**config.mk**
```make
export PLATFORM = sky130hd
export DESIGN_NAME = fp_mult_arbiter
export DESIGN_NICKNAME = d
export VERILOG_FILES = /design/src/rtl/fp_mult_pkg.sv /design/src/rtl/fp_mult.sv /design/src/rtl/rr_arbiter.sv /design/src/rtl/fp_mult_arbiter.sv
export SDC_FILE = /design/constraint.sdc
export NUM_CORES = 2
export LEC_CHECK = 0
export CORE_UTILIZATION = 55
export CTS_CLUSTER_DIAMETER = 150
export DETAILED_ROUTE_END_ITERATION = 6
export PLACE_DENSITY = 0.75
export SLEW_MARGIN = 30
export SYNTH_ARGS = -nofsm -noshare
export SYNTH_HDL_FRONTEND = slang
export SYNTH_SLANG_ARGS = --single-unit
```
**constraint.sdc**
```tcl
create_clock -name clk -period 22.9 [get_ports clk]
set_clock_uncertainty 0.05 [all_clocks]
set_input_delay 3.435 -clock clk [delete_from_list [all_inputs] [get_ports clk]]
set_output_delay 3.435 -clock clk [all_outputs]
set_load 0.1 [all_outputs]
```
**src/rtl/fp_mult_pkg.sv**
```systemverilog
// ----------------------------------------------------------------------------
// fp_mult_pkg
// Shared types and constants for the single-precision multiplier and the
// arbiter that shares it between several requesters.
//   round_values : rounding modes understood by fp_mult
//   arb_state_t  : arbiter FSM states
//   FP_W         : operand / product width (IEEE-754 single)
//   STATUS_W     : width of the multiplier status vector
//   ST_*         : bit positions inside the status vector
// ----------------------------------------------------------------------------
package fp_mult_pkg;

   typedef enum logic [1:0] {
      IEEE_near    = 2'd0,
      IEEE_zero    = 2'd1,
      IEEE_pos_inf = 2'd2,
      IEEE_neg_inf = 2'd3
   } round_values;

   typedef enum logic [1:0] {
      IDLE = 2'd0,
      CALC = 2'd1,
      RESP = 2'd2
   } arb_state_t;

   localparam int FP_W     = 32;
   localparam int STATUS_W = 8;

   localparam int ST_ZERO    = 0;
   localparam int ST_INF     = 1;
   localparam int ST_INVALID = 2;
   localparam int ST_TINY    = 3;
   localparam int ST_HUGE    = 4;
   localparam int ST_INEXACT = 5;

   localparam logic [31:0] QNAN = 32'h7FC0_0000;

endpackage

```
**src/rtl/fp_mult.sv**
```systemverilog
// ----------------------------------------------------------------------------
// fp_mult
// Combinational IEEE-754 single-precision multiplier with selectable rounding.
// Subnormal inputs and outputs are handled; NaN results are the canonical
// quiet NaN.
//   a, b   in  32  operands
//   z      out 32  product
//   status out 8   {2'b0, inexact, huge, tiny, invalid, infinity, zero}
// ----------------------------------------------------------------------------
module fp_mult
   import fp_mult_pkg::*;
#(
   parameter round_values round = IEEE_near
) (
   input  logic [FP_W-1:0]     a,
   input  logic [FP_W-1:0]     b,
   output logic [FP_W-1:0]     z,
   output logic [STATUS_W-1:0] status
);

   logic               sign;
   logic               a_nan, b_nan, a_inf, b_inf, a_zero, b_zero;
   logic [7:0]         exp_a, exp_b;
   logic [23:0]        sig_a, sig_b;
   logic [47:0]        prod, norm_pre, norm;
   logic [5:0]         lead, shift;
   logic signed [11:0] exp_pre, exp_fin;
   logic [11:0]        rsh;
   logic               tiny, lost, guard, sticky, inc, to_inf;
   logic [24:0]        rounded;
   logic [22:0]        mant;

   assign sign   = a[31] ^ b[31];
   assign a_nan  = (a[30:23] == 8'hFF) && (a[22:0] != 23'd0);
   assign b_nan  = (b[30:23] == 8'hFF) && (b[22:0] != 23'd0);
   assign a_inf  = (a[30:23] == 8'hFF) && (a[22:0] == 23'd0);
   assign b_inf  = (b[30:23] == 8'hFF) && (b[22:0] == 23'd0);
   assign a_zero = (a[30:0] == 31'd0);
   assign b_zero = (b[30:0] == 31'd0);

   // Subnormals carry no hidden bit and use the minimum exponent of 1.
   assign exp_a = (a[30:23] == 8'd0) ? 8'd1 : a[30:23];
   assign exp_b = (b[30:23] == 8'd0) ? 8'd1 : b[30:23];
   assign sig_a = {a[30:23] != 8'd0, a[22:0]};
   assign sig_b = {b[30:23] != 8'd0, b[22:0]};
   assign prod  = sig_a * sig_b;

   // Normalise so the leading one sits at bit 47, then, when the exponent
   // falls below the normal range, shift back right into subnormal form while
   // collecting the discarded bits into a sticky flag. The biased exponent of
   // the value norm[47].norm[46:0] is exp_a + exp_b - 126 - shift.
   always_comb begin
      lead = '0;
      for (int i = 0; i < 48; i++) begin
         if (prod[i]) begin
            lead = 6'(i);
         end
      end
      shift    = 6'd47 - lead;
      norm_pre = prod << shift;
      exp_pre  = $signed({4'b0, exp_a}) + $signed({4'b0, exp_b})
                 - 12'sd126 - $signed({6'b0, shift});
      tiny = 1'b0;
      lost = 1'b0;
      rsh  = '0;
      norm = norm_pre;
      if (exp_pre <= 12'sd0) begin
         tiny = 1'b1;
         rsh  = 12'sd1 - exp_pre;
         if (rsh >= 12'd48) begin
            norm = '0;
            lost = |norm_pre;
         end else begin
            norm = norm_pre >> rsh;
            lost = |(norm_pre & ~(48'hFFFF_FFFF_FFFF << rsh));
         end
      end
   end

   // Round at bit 24. A carry out of the significand bumps the exponent; for
   // subnormals a carry into the hidden position makes the result the
   // smallest normal number.
   always_comb begin
      guard  = norm[23];
      sticky = (|norm[22:0]) | lost;
      inc    = 1'b0;
      to_inf = 1'b1;
      case (round)
         IEEE_near: begin
            inc    = guard & (sticky | norm[24]);
            to_inf = 1'b1;
         end
         IEEE_zero: begin
            inc    = 1'b0;
            to_inf = 1'b0;
         end
         IEEE_pos_inf: begin
            inc    = ~sign & (guard | sticky);
            to_inf = ~sign;
         end
         IEEE_neg_inf: begin
            inc    = sign & (guard | sticky);
            to_inf = sign;
         end
      endcase
      rounded = {1'b0, norm[47:24]} + {24'd0, inc};
      if (tiny) begin
         exp_fin = {11'd0, rounded[23]};
      end else begin
         exp_fin = exp_pre + $signed({11'd0, rounded[24]});
      end
      mant = rounded[24] ? rounded[23:1] : rounded[22:0];
   end

   // Special operands take priority over the arithmetic path, then overflow.
   always_comb begin
      status = '0;
      if (a_nan || b_nan || (a_inf && b_zero) || (a_zero && b_inf)) begin
         z                  = QNAN;
         status[ST_INVALID] = 1'b1;
      end else if (a_inf || b_inf) begin
         z              = {sign, 8'hFF, 23'd0};
         status[ST_INF] = 1'b1;
      end else if (a_zero || b_zero) begin
         z               = {sign, 31'd0};
         status[ST_ZERO] = 1'b1;
      end else if (exp_fin >= 12'sd255) begin
         z                  = to_inf ? {sign, 8'hFF, 23'd0} : {sign, 8'hFE, 23'h7FFFFF};
         status[ST_INF]     = to_inf;
         status[ST_HUGE]    = 1'b1;
         status[ST_INEXACT] = 1'b1;
      end else begin
         z                  = {sign, exp_fin[7:0], mant};
         status[ST_ZERO]    = (exp_fin == 12'sd0) && (mant == 23'd0);
         status[ST_TINY]    = tiny;
         status[ST_INEXACT] = guard | sticky;
      end
   end

endmodule

```
**src/rtl/rr_arbiter.sv**
```systemverilog
// ----------------------------------------------------------------------------
// rr_arbiter
// Combinational round-robin arbiter. The search starts at ptr and walks
// upwards, wrapping from N-1 back to 0; the first asserted request wins.
//   req     in  N      request vector
//   ptr     in  IDX_W  index with the highest priority this cycle
//   gnt     out N      one-hot grant, zero when nothing is requested
//   gnt_idx out IDX_W  index of the granted request (0 when none)
// ----------------------------------------------------------------------------
module rr_arbiter #(
   parameter int N = 4,
   localparam int IDX_W = $clog2(N)
) (
   input  logic [N-1:0]     req,
   input  logic [IDX_W-1:0] ptr,
   output logic [N-1:0]     gnt,
   output logic [IDX_W-1:0] gnt_idx
);

   int               cand;
   logic [IDX_W-1:0] cand_idx;
   logic             found;

   // Visit the requesters in priority order starting at ptr; the found flag
   // keeps later candidates from overriding the first winner.
   always_comb begin
      gnt      = '0;
      gnt_idx  = '0;
      found    = 1'b0;
      cand     = 0;
      cand_idx = '0;
      for (int i = 0; i < N; i++) begin
         cand = int'(ptr) + i;
         if (cand >= N) begin
            cand = cand - N;
         end
         cand_idx = IDX_W'(cand);
         if (!found && req[cand_idx]) begin
            found         = 1'b1;
            gnt[cand_idx] = 1'b1;
            gnt_idx       = cand_idx;
         end
      end
   end

endmodule

```
**src/rtl/fp_mult_arbiter.sv**
```systemverilog
// ----------------------------------------------------------------------------
// fp_mult_arbiter
// Shares one combinational fp_mult between N_REQ requesters. A round-robin
// arbiter picks one requester, its operands are registered, the product is
// captured one cycle later and held on the response port until accepted.
//   clk, rst     clock (rising edge), asynchronous active-high reset
//   req_valid    in  N_REQ        per-requester operand valid
//   req_ready    out N_REQ        per-requester grant, one-hot or zero
//   req_a, req_b in  N_REQ*32     per-requester operands, requester i at [32i +: 32]
//   resp_valid   out 1            result available
//   resp_ready   in  1            consumer accepts the result
//   resp_id      out ID_W         requester that issued the result
//   resp_z       out 32           product
//   resp_status  out 8            multiplier status for the product
//   busy         out 1            high while an operation is in flight
// ----------------------------------------------------------------------------
module fp_mult_arbiter
   import fp_mult_pkg::*;
#(
   parameter int N_REQ = 4,
   parameter round_values round = IEEE_near,
   localparam int ID_W = $clog2(N_REQ)
) (
   input  logic                    clk,
   input  logic                    rst,
   input  logic [N_REQ-1:0]        req_valid,
   output logic [N_REQ-1:0]        req_ready,
   input  logic [N_REQ*FP_W-1:0]   req_a,
   input  logic [N_REQ*FP_W-1:0]   req_b,
   output logic                    resp_valid,
   input  logic                    resp_ready,
   output logic [ID_W-1:0]         resp_id,
   output logic [FP_W-1:0]         resp_z,
   output logic [STATUS_W-1:0]     resp_status,
   output logic                    busy
);

   arb_state_t          state;
   logic [ID_W-1:0]     rr_ptr;
   logic [ID_W-1:0]     win_idx;
   logic [ID_W-1:0]     op_id;
   logic [N_REQ-1:0]    gnt;
   logic [FP_W-1:0]     sel_a, sel_b;
   logic [FP_W-1:0]     op_a, op_b;
   logic [FP_W-1:0]     mult_z;
   logic [STATUS_W-1:0] mult_status;

   rr_arbiter #(.N(N_REQ)) u_arb (
      .req     (req_valid),
      .ptr     (rr_ptr),
      .gnt     (gnt),
      .gnt_idx (win_idx)
   );

   fp_mult #(.round(round)) u_mult (
      .a      (op_a),
      .b      (op_b),
      .z      (mult_z),
      .status (mult_status)
   );

   // Grants are only offered while idle, and never while reset is applied.
   assign req_ready = (state == IDLE && !rst) ? gnt : '0;
   assign resp_id   = op_id;

   // The grant is one-hot, so OR-ing the granted lanes selects the winner.
   always_comb begin
      sel_a = '0;
      sel_b = '0;
      for (int i = 0; i < N_REQ; i++) begin
         if (gnt[i]) begin
            sel_a = sel_a | req_a[i*FP_W +: FP_W];
            sel_b = sel_b | req_b[i*FP_W +: FP_W];
         end
      end
   end

   // Three-phase controller: grant and register operands, capture the
   // product, then hold the response. The pointer moves past the winner so a
   // persistently requesting client waits at most N_REQ-1 other grants.
   always_ff @(posedge clk or posedge rst) begin
      if (rst) begin
         state       <= IDLE;
         rr_ptr      <= '0;
         op_a        <= '0;
         op_b        <= '0;
         op_id       <= '0;
         resp_z      <= '0;
         resp_status <= '0;
         resp_valid  <= 1'b0;
         busy        <= 1'b0;
      end else begin
         case (state)
            IDLE: begin
               if (|req_valid) begin
                  op_a   <= sel_a;
                  op_b   <= sel_b;
                  op_id  <= win_idx;
                  rr_ptr <= (win_idx == ID_W'(N_REQ - 1)) ? '0 : win_idx + ID_W'(1);
                  state  <= CALC;
                  busy   <= 1'b1;
               end
            end
            CALC: begin
               resp_z      <= mult_z;
               resp_status <= mult_status;
               resp_valid  <= 1'b1;
               state       <= RESP;
            end
            RESP: begin
               if (resp_ready) begin
                  resp_valid <= 1'b0;
                  busy       <= 1'b0;
                  state      <= IDLE;
               end
            end
            default: begin
               resp_valid <= 1'b0;
               busy       <= 1'b0;
               state      <= IDLE;
            end
         endcase
      end
   end

endmodule
```
==> reports/metrics.cfg <==
[outcome]
status = finished with violations
violations = DRC

[synth]
yosys.area.top_type_share = 0.2501
syn-cell-area_um2 = 38750
synth_edf_count = 0
synth_area_per_cell_um2 = 7.731
syn_inst = 5012
ys_seq_area_frac = 0.07104
yosys.area.top_type = fa_1
synth.area.top_cells = fa_1, dfrtp_1, ha_1
synth_ff_type = dfrtp_1
synth_seq_cells = 110
async_reset_ff_frac = 1.000
yosys_warnings = 0
synth_cell_type_count = 139

[layout]
layout.nets = 6063
layout-drive-gt1-share = 0.06294
syn2layout_area_growth_pct = 10.70

[timing]
rsz0062_at_grt = false
period_share = 0.8866
hold_violations = 0
setup_viol = 0
tightestPinTransition_ns = 1.157
tns_ns = 0
fmax_ghz = 0.04925
slew_viol_final = 0
slew_headroom = 0.2089
period_needed_ns = 20.30

[placement]
io_buffers = 308
post-dp-hpwl_mm = 131.9
place_congestion = 1.103

[floorplan]
core_um2 = 69190
initial_core_util = 0.5600
io_pins = 311
die-area_um2 = 71510
die_y_um = 267.4
fp-row-count = 96
die_w_um = 267.4

[worst_hold_path]
worstHoldPathType = reg -> reg

[drt]
wl_mm = 170.1
avgRoutedWirePerCell_um = 28.10
via_count = 42293
avgViaCountPerCell = 6.987
drtIter0Drc = 6380
drc = 109
antenna_left = 0
detail_route.first_pass.iterations = 7

[global_route]
overflow = 0
grtUsageTotal = 0.4752
antenna_found_initial = 12
grt_pass1_vias = 41918
grt_pass1_wl_mm = 256.5
grt_max_degree = 84

[critical_path]
r2r_end = resp_z[18]
start_kind = flip-flop
arrival_ns = 20.53
startpoint = op_b[27]
r2r-start = op_b[27]
critPathCapture = resp_z[18]
critPathSlowestCell = nand2_1
slowest_delay_ns = 0.64
crit_required_ns = 23.12
path_common_cell = fa_1
crit_path_end_kind = flip-flop
rrSetupSlack_ns = 2.60
worstRegToRegCells = 69
worstPathMaxFanout = 25
worstSetupPathType = reg -> reg

[clocking]
clk_latency_ns = 0.38
cts_setup_buffers = 0
cts_hold_buf = 0
post_cts_resized = 0
cts_root_buf = clkbuf_16
cts.clk_slew.worst_paths_ns = 0.08
clkSinkCount = 110
tritoncts = yes
cts_buffers = 9
clk_path_buf_depth = 2
htreeDepth = 3

[flow_run]
maxCapViolations = 0

## cell usage after synthesis, types with 22 or more instances
cell type  number
nand2_1       673
inv_1         595
fa_1          484
and2_1        315
nor2_1        273
clkbuf_1      257
o21ai_0       224
a21oi_1       216
ha_1          205
nor3_1        123
nand3_1       111
dfrtp_1       110
a221oi_1       99
a22o_1         88
o22ai_1        69
a211oi_1       54
xnor2_1        51
o211ai_1       50
a22oi_1        46
nand4_1        46
a31oi_1        43
buf_2          43
nor4_1         41
a21o_1         40
and3_1         34
o221ai_1       34
o21a_1         31
or3_1          31
o31ai_1        27
xor2_1         23
nand2b_1       22
## layout by cell type, fill, tap and decap left out, types with 43 or more instances in the layout
| master | n |
|---|---|
| o21ai_0 | 223 |
| o211ai_1 | 50 |
| inv_1 | 594 |
| a211oi_1 | 53 |
| nand4_1 | 46 |
| and2_1 | 315 |
| clkdlybuf4s50_1 | 306 |
| nand2_1 | 669 |
| nor3_1 | 119 |
| dfrtp_1 | 102 |
| a22o_1 | 88 |
| a22oi_1 | 46 |
| nor2_1 | 272 |
| o22ai_1 | 68 |
| xnor2_1 | 48 |
| fa_1 | 484 |
| a221oi_1 | 99 |
| ha_1 | 204 |
| a21oi_1 | 216 |
| nand3_1 | 111 |
| buf_4 | 112 |
| a31oi_1 | 43 |
## cells by family (layout without fill, tap and decap cells)
logic type	Yosys count	in the layout	share of synthesized area
AOI/OAI and AO/OA	1371	1371	0.2632
DFF	110	110	0.07104
other	1	8	0.00009678
and+or+nand+nor	1795	1795	0.2285
buffers and inverters	939	1042	0.09455
adders and majority gates	690	690	0.3165
muxes	29	29	0.008041
xor gates and xnor gates	77	77	0.01799
## state kept, by name, indices dropped and copies added (netlist names)
name and flops:
resp_id 2, resp_valid 1, op_b 32, state 2, busy 1, resp_z 32, op_a 32, resp_status 6
rr_ptr 2
## stage by stage
step | utilization | cell area, µm² | setup WS, ns | cells | hold WS, ns
floorplan | - | 38750 | 5.832 | 5013 | 0.4202
global placement | 0.6142 | 42500 | 3.534 | 6028 | 0.4120
global route | 0.6198 | 42880 | 1.651 | 6050 | 0.4634
CTS | 0.6190 | 42830 | 3.247 | 6045 | 0.4416
detailed placement | 0.6144 | 42510 | 3.382 | 6029 | 0.4224
finish | 0.6200 | 42890 | 2.596 | 6053 | 0.4345
## worst max-delay path: cells and delay by family (launching register included)
| kind | cells | cell delay, ns |
|---|---|---|
| AOI/OAI and AO/OA | 20 | 4.46 |
| xor gates and xnor gates | 2 | 0.80 |
| adders and majority gates | 14 | 5.32 |
| buffers and inverters | 7 | 1.17 |
| DFF | 1 | 0.41 |
| muxes | 1 | 0.37 |
| and+or+nand+nor | 25 | 7.51 |
## metal layers
layer  up-vias  track usage  part of all wire
li1      17768            -                 -
met1     20452       0.6038              0.37
met2      3256       0.7071              0.42
met3       803       0.1531              0.14
met4        14       0.2760             0.070
met5         -            0           0.00061
## worst min path at each step
stage	startpoint	end	slack, ns	cells past startpoint
global route	op_a[0]	op_a[0]	0.46	2
detailed placement	op_a[18]	op_a[18]	0.42	2
CTS	op_a[18]	op_a[18]	0.44	2
global placement	op_a[1]	op_a[1]	0.41	2
floorplan	op_a[31]	op_a[31]	0.42	2
finish	resp_status[4]	resp_status[4]	0.43	2
## layout make-up
cell class,count,area (µm²)
antenna,6,15.01
clock buffer,10,229.0
clock inverter,6,87.58
fill,6124,26290
inverter,603,2271
multi-input combinational,3964,32430
sequential,110,2763
tap,931,1165
timing repair buffer,423,3931
Power is left out: the tool's default activity adds up to more than one toggle a clock period on the data nets, which glitch-free logic cannot reach.
